$ cat config.mk
export PLATFORM = sky130hd
export DESIGN_NAME = servo_scan_ctrl
export DESIGN_NICKNAME = d
export VERILOG_FILES = /design/src/rtl/servo_scan_ctrl.sv
export SDC_FILE = /design/constraint.sdc
export NUM_CORES = 1
export LEC_CHECK = 0
export BUFFER_PORTS_ARGS = -buffer_cell sky130_fd_sc_hd__buf_4
export CAP_MARGIN = 20
export CORE_MARGIN = 4
export CORE_UTILIZATION = 40
export CTS_CLUSTER_DIAMETER = 120
export DETAILED_ROUTE_END_ITERATION = 12
export PLACE_DENSITY = 0.65
export SLEW_MARGIN = 20
export SYNTH_ARGS = -nofsm -noshare
export SYNTH_HDL_FRONTEND = slang
export SYNTH_SLANG_ARGS = --single-unit
$ cat constraint.sdc
create_clock -name clk -period 3.8 [get_ports clk]
set_input_delay 0.76 -clock clk [delete_from_list [all_inputs] [get_ports clk]]
set_output_delay 0.76 -clock clk [all_outputs]
set_load 0.005 [all_outputs]
$ cat src/rtl/servo_scan_ctrl.sv
// Servo scan sequencer: sweeps left/center/right, settles for whole PWM frames, then
// requests one range measurement per position. Define SERVO_SCAN_RETURN_EN to park at center afterwards.
module servo_scan_ctrl #(
    parameter logic [19:0] PERIOD        = 20'd999,
    parameter logic [11:0] DUTY_LEFT     = 12'd50,
    parameter logic [11:0] DUTY_CENTER   = 12'd75,
    parameter logic [11:0] DUTY_RIGHT    = 12'd100,
    parameter logic [7:0]  SETTLE_FRAMES = 8'd25,
    parameter logic [15:0] ACK_TIMEOUT   = 16'd50000
) (
    input  logic        clk,
    input  logic        rst,
    input  logic        start,
    output logic        pwm_enable,
    output logic [11:0] pwm_dutty,
    output logic [19:0] pwm_period,
    output logic        meas_req,
    input  logic        meas_ack,
    output logic [1:0]  pos_idx,
    output logic        sample_valid,
    output logic        timeout_err,
    output logic        busy,
    output logic        done
);

    typedef enum logic [2:0] {
        IDLE,
        SETTLE,
        MEASURE,
        NEXT,
`ifdef SERVO_SCAN_RETURN_EN
        RETURN
`else
        FINISH
`endif
    } state_t;

    state_t      state;
    logic [19:0] cyc_cnt;
    logic [7:0]  frame_cnt;
    logic [15:0] ack_cnt;
    logic        frame_end;
    logic        settle_end;

    assign pwm_period = PERIOD;

    // settle_end marks the final cycle of the last settle frame
    always_comb begin
        frame_end  = (cyc_cnt == PERIOD);
        settle_end = frame_end && (frame_cnt == SETTLE_FRAMES - 8'd1);
    end

    function automatic logic [11:0] duty_of(input logic [1:0] p);
        case (p)
            2'd0:    return DUTY_LEFT;
            2'd1:    return DUTY_CENTER;
            default: return DUTY_RIGHT;
        endcase
    endfunction

    always_ff @(posedge clk) begin
        if (rst) begin
            state        <= IDLE;
            cyc_cnt      <= '0;
            frame_cnt    <= '0;
            ack_cnt      <= '0;
            pwm_enable   <= 1'b0;
            pwm_dutty    <= DUTY_CENTER;
            meas_req     <= 1'b0;
            pos_idx      <= 2'd0;
            sample_valid <= 1'b0;
            timeout_err  <= 1'b0;
            busy         <= 1'b0;
            done         <= 1'b0;
        end else begin
            sample_valid <= 1'b0;
            done         <= 1'b0;
            case (state)
                IDLE: begin
                    if (start) begin
                        state       <= SETTLE;
                        pos_idx     <= 2'd0;
                        pwm_dutty   <= DUTY_LEFT;
                        pwm_enable  <= 1'b1;
                        timeout_err <= 1'b0;
                        cyc_cnt     <= '0;
                        frame_cnt   <= '0;
                        busy        <= 1'b1;
                    end
                end

                SETTLE: begin
                    if (frame_end) begin
                        cyc_cnt <= '0;
                        if (settle_end) begin
                            frame_cnt <= '0;
                            ack_cnt   <= '0;
                            meas_req  <= 1'b1;
                            state     <= MEASURE;
                        end else begin
                            frame_cnt <= frame_cnt + 8'd1;
                        end
                    end else begin
                        cyc_cnt <= cyc_cnt + 20'd1;
                    end
                end

                MEASURE: begin
                    // an ack arriving on the timeout cycle still counts as a sample
                    if (meas_ack) begin
                        meas_req     <= 1'b0;
                        sample_valid <= 1'b1;
                        state        <= NEXT;
                    end else if (ack_cnt == ACK_TIMEOUT - 16'd1) begin
                        meas_req    <= 1'b0;
                        timeout_err <= 1'b1;
                        state       <= NEXT;
                    end else begin
                        ack_cnt <= ack_cnt + 16'd1;
                    end
                end

                NEXT: begin
                    cyc_cnt   <= '0;
                    frame_cnt <= '0;
                    if (pos_idx != 2'd2) begin
                        pos_idx   <= pos_idx + 2'd1;
                        pwm_dutty <= duty_of(pos_idx + 2'd1);
                        state     <= SETTLE;
                    end else begin
`ifdef SERVO_SCAN_RETURN_EN
                        pos_idx   <= 2'd1;
                        pwm_dutty <= DUTY_CENTER;
                        state     <= RETURN;
`else
                        pos_idx    <= 2'd0;
                        pwm_enable <= 1'b0;
                        done       <= 1'b1;
                        state      <= FINISH;
`endif
                    end
                end

`ifdef SERVO_SCAN_RETURN_EN
                RETURN: begin
                    if (frame_end) begin
                        cyc_cnt <= '0;
                        if (settle_end) begin
                            frame_cnt  <= '0;
                            pos_idx    <= 2'd0;
                            pwm_enable <= 1'b0;
                            done       <= 1'b1;
                            busy       <= 1'b0;
                            state      <= IDLE;
                        end else begin
                            frame_cnt <= frame_cnt + 8'd1;
                        end
                    end else begin
                        cyc_cnt <= cyc_cnt + 20'd1;
                    end
                end
`else
                FINISH: begin
                    busy  <= 1'b0;
                    state <= IDLE;
                end
`endif

                default: state <= IDLE;
            endcase
        end
    end

endmodule

==> reports/summary.txt <==
Syn Inst Count: 397
Die Span Y: 99.8 um
Setup TNS: 0 ns
Initial core utilization: 41.1%
FF-to-FF setup slack: 1.35 ns
GRT overflow: 0
Crit. Startpoint: cyc_cnt[4]
Post-synth EDFFs: 0
1st-iter DRT viols: 128
# DRC: 0
Cts hold-fix bufs: 0
YS warnings: 0
DR vias/cell: 5.44
Chip width: 99.8 um
Final wirelength: 7460 um
H-Tree Depth: 3
FMAX: 0.407 GHz
# setup viols final: 0
Synth Register Bits: 61
Initial antenna violation count: 0
Die area: 0.00997 mm^2
Critical Path End: cyc_cnt[3]
Postcts setup bufs: 0
I/O pins: 44
GPL Wtd Cong: 0.860
Worst r2r src: cyc_cnt[4]
Placement Setup Slack: 1.23 ns
Final hold vios: 0
P_sw: 434 uW
Fraction of registers with async set or reset after synthesis: 0%
CTS tree: built
Final Skew: 0.0126 ns
Worst r2r dst: cyc_cnt[3]
CP cell instances: nor4_1, nand4_1, o21ai_1, a21o_1, nor2_1
Layout cells sized above 1: 13.0%
Pint: 1.07 mW
GRT Total Usage: 15.5%
Yosys cell types: 59
Reg clk slew, reported paths: 0.07 ns
Met3 WL: 391 um
Switching share of power: 28.9%
Crit. End Element: flip-flop
First-pass GRT wire length: 12,400 um
Max_cap viols: 0
DR vias: 2,831
Cell Area, Synth: 0.00337 mm^2
Outcome: finished clean
TritonCTS buffer count: 9
CP Launch Type: flip-flop
Hold Path Class: reg2reg
Routed wire per std cell: 14.3 um
P per Cell Area: 407 mW/mm^2
Hold path start: meas_req
Clock Sink Count: 61
Dpl hpwl: 5250 um
N_diodes: 0
Final ANT Viol Nets: 0
WL met2: 3410 um
Clk pwr share: 40.3%
Final worst slack: 1.35 ns
Top cells by area, synth: dfxtp_1 36%, buf_4 5.8%, a21oi_1 4.2%
Top sig layer: met4
Final nets: 423
RSZ-0062 raised after global routing: no
Rows: 33
Yosys top cell by area: dfxtp_1
Tot Pwr: 1.50 mW
CTS Buffer Depth: 2
Leak: 1.21 nW
Worst Path Arrival: 2.66 ns
Min Tclk post-route: 2.45 ns
CTS resizes: 0
Top cell type's share of synthesized area: 36.2%
Port bufs: 18
Critical Path RT: 4.00 ns
Relative slew slack: 37.4%
Slew @ Worst Pin: 0.938 ns
Seq pwr share: 45.7%
Number of fill cells: 810
WS Path Type: reg2reg
Max stage delay on crit path: 0.63 ns
Critical Path Fanout Max: 20
CORE AREA: 0.00822 mm^2
First-pass detailed-route iteration total: 4
Wl on met1: 3550 um
CP max stage cell: a21o_1
Final Max Tran Viols: 0
Combinational Power Share: 14.1%
CTS root buf: clkbuf_8
Clock Latency Late Sink: 0.35 ns
Highest ir drop seen on vdd: 271 uV
Main flop type after synthesis: dfxtp_1
Worst reg-to-reg path cell count: 5
Sequential share of the synthesized area: 36.2%
Largest net degree at the start of global routing: 42
Avg Inst Size Synth: 8.50 um^2
Number of global-route vias before repair: 2,517
Final worst-path cycle share: 64.6%
Area delta synth->final: 9.24%
[power groups by stage]
| stage | sequential (mW) | combinational (mW) | clock [mW] |
|---|---|---|---|
| final | 0.685 | 0.211 | 0.605 |
| after floorplan | 0.687 | 0.180 | 0 |
| after global placement | 0.698 | 0.207 | 0 |
| after detailed placement | 0.699 | 0.208 | 0 |
| after global routing | 0.688 | 0.237 | 0.648 |
| after CTS | 0.684 | 0.210 | 0.622 |
[cells in the final DEF, fill, tap and decap left out, types with 9 or more instances in the layout]
master,synthesis,layout
a21oi_1,28,28
buf_4,26,19
clkbuf_8,0,11
conb_1,2,25
dfxtp_1,61,61
ha_1,9,9
inv_1,11,11
nand2_1,35,35
nand3_1,22,22
nand4_1,10,10
nor2_1,37,37
nor3_1,9,9
o21ai_0,13,13
xnor2_1,11,11
[registers in the layout, indices dropped and copies added (netlist names)]
register      flops
cyc_cnt          20
ack_cnt          16
frame_cnt         8
pwm_dutty         6
state             3
pos_idx           2
busy              1
done              1
meas_req          1
pwm_enable        1
sample_valid      1
timeout_err       1
[metal layers]
metal,up-vias,GRT usage (%)
li1,1443,-
met1,1312,22.2
met2,65,22.5
met3,11,3.89
met4,0,5.46
met5,-,0
[critical path: cells and delay by family (launching register included)]
| kind | cells | cell delay, ns |
|---|---|---|
| and+or+nand+nor | 3 | 0.87 |
| AOI/OAI and AO/OA | 2 | 1.10 |
| DFF | 1 | 0.35 |
[synthesized netlist by cell type (all sizes together) (2+ instances only)]
cell	count
a2111oi	2
a21o	4
nand2b	4
xnor2	11
and4	5
ha	9
a41oi	3
nor4b	3
a21oi	28
and2	6
xor2	4
conb	2
a31oi	6
o211ai	2
or4	8
inv	11
o21ai	16
nor2	37
nand2	35
and3	5
nor3	10
nand3	22
nand4	10
a311oi	10
dfxtp	61
clkbuf	8
nor4	7
o21a	3
nor3b	3
buf	32
o31ai	5
a211oi	8
[final cells by class]
class	count	area (um^2)	share of cell area [%]
Sequential cell	61	1220	33.1
Tap cell	105	131	3.57
Multi-Input combinational cell	308	1940	52.6
Timing Repair Buffer	19	143	3.87
Inverter	11	41.3	1.12
Clock buffer	11	151	4.11
Clock inverter	5	57.6	1.56
[worst min-delay path by stage]
stage,end,slack [ns],depth (start not counted)
after CTS,pwm_dutty[2],0.47,2
final,meas_req,0.46,2
after floorplan,meas_req,0.45,2
after global placement,meas_req,0.45,2
after detailed placement,pwm_dutty[2],0.46,2
after global routing,pwm_dutty[3],0.49,2
[logic make-up (layout without fill, tap and decap cells)]
kind of cell	count (synthesis)	in the layout	synth area share (%)
compound gates	94	94	20.7
xor+xnor	15	15	3.89
mux	1	1	0.297
flops	61	61	36.2
buf+inv	51	46	8.98
other cells	2	25	0.223
simple gates	164	164	26.4
fa+ha+maj	9	9	3.34
[per-stage QoR]
step | instances | cell area [um^2] | util [%] | hold slack [ns]
after CTS | 520 | 3680 | 44.8 | 0.467
after global routing | 520 | 3680 | 44.8 | 0.494
after global placement | 504 | 3470 | 42.3 | 0.446
after detailed placement | 504 | 3470 | 42.3 | 0.457
final | 520 | 3680 | 44.8 | 0.461
after floorplan | 420 | 3460 | - | 0.448
Power figures use the tool's default switching activity.
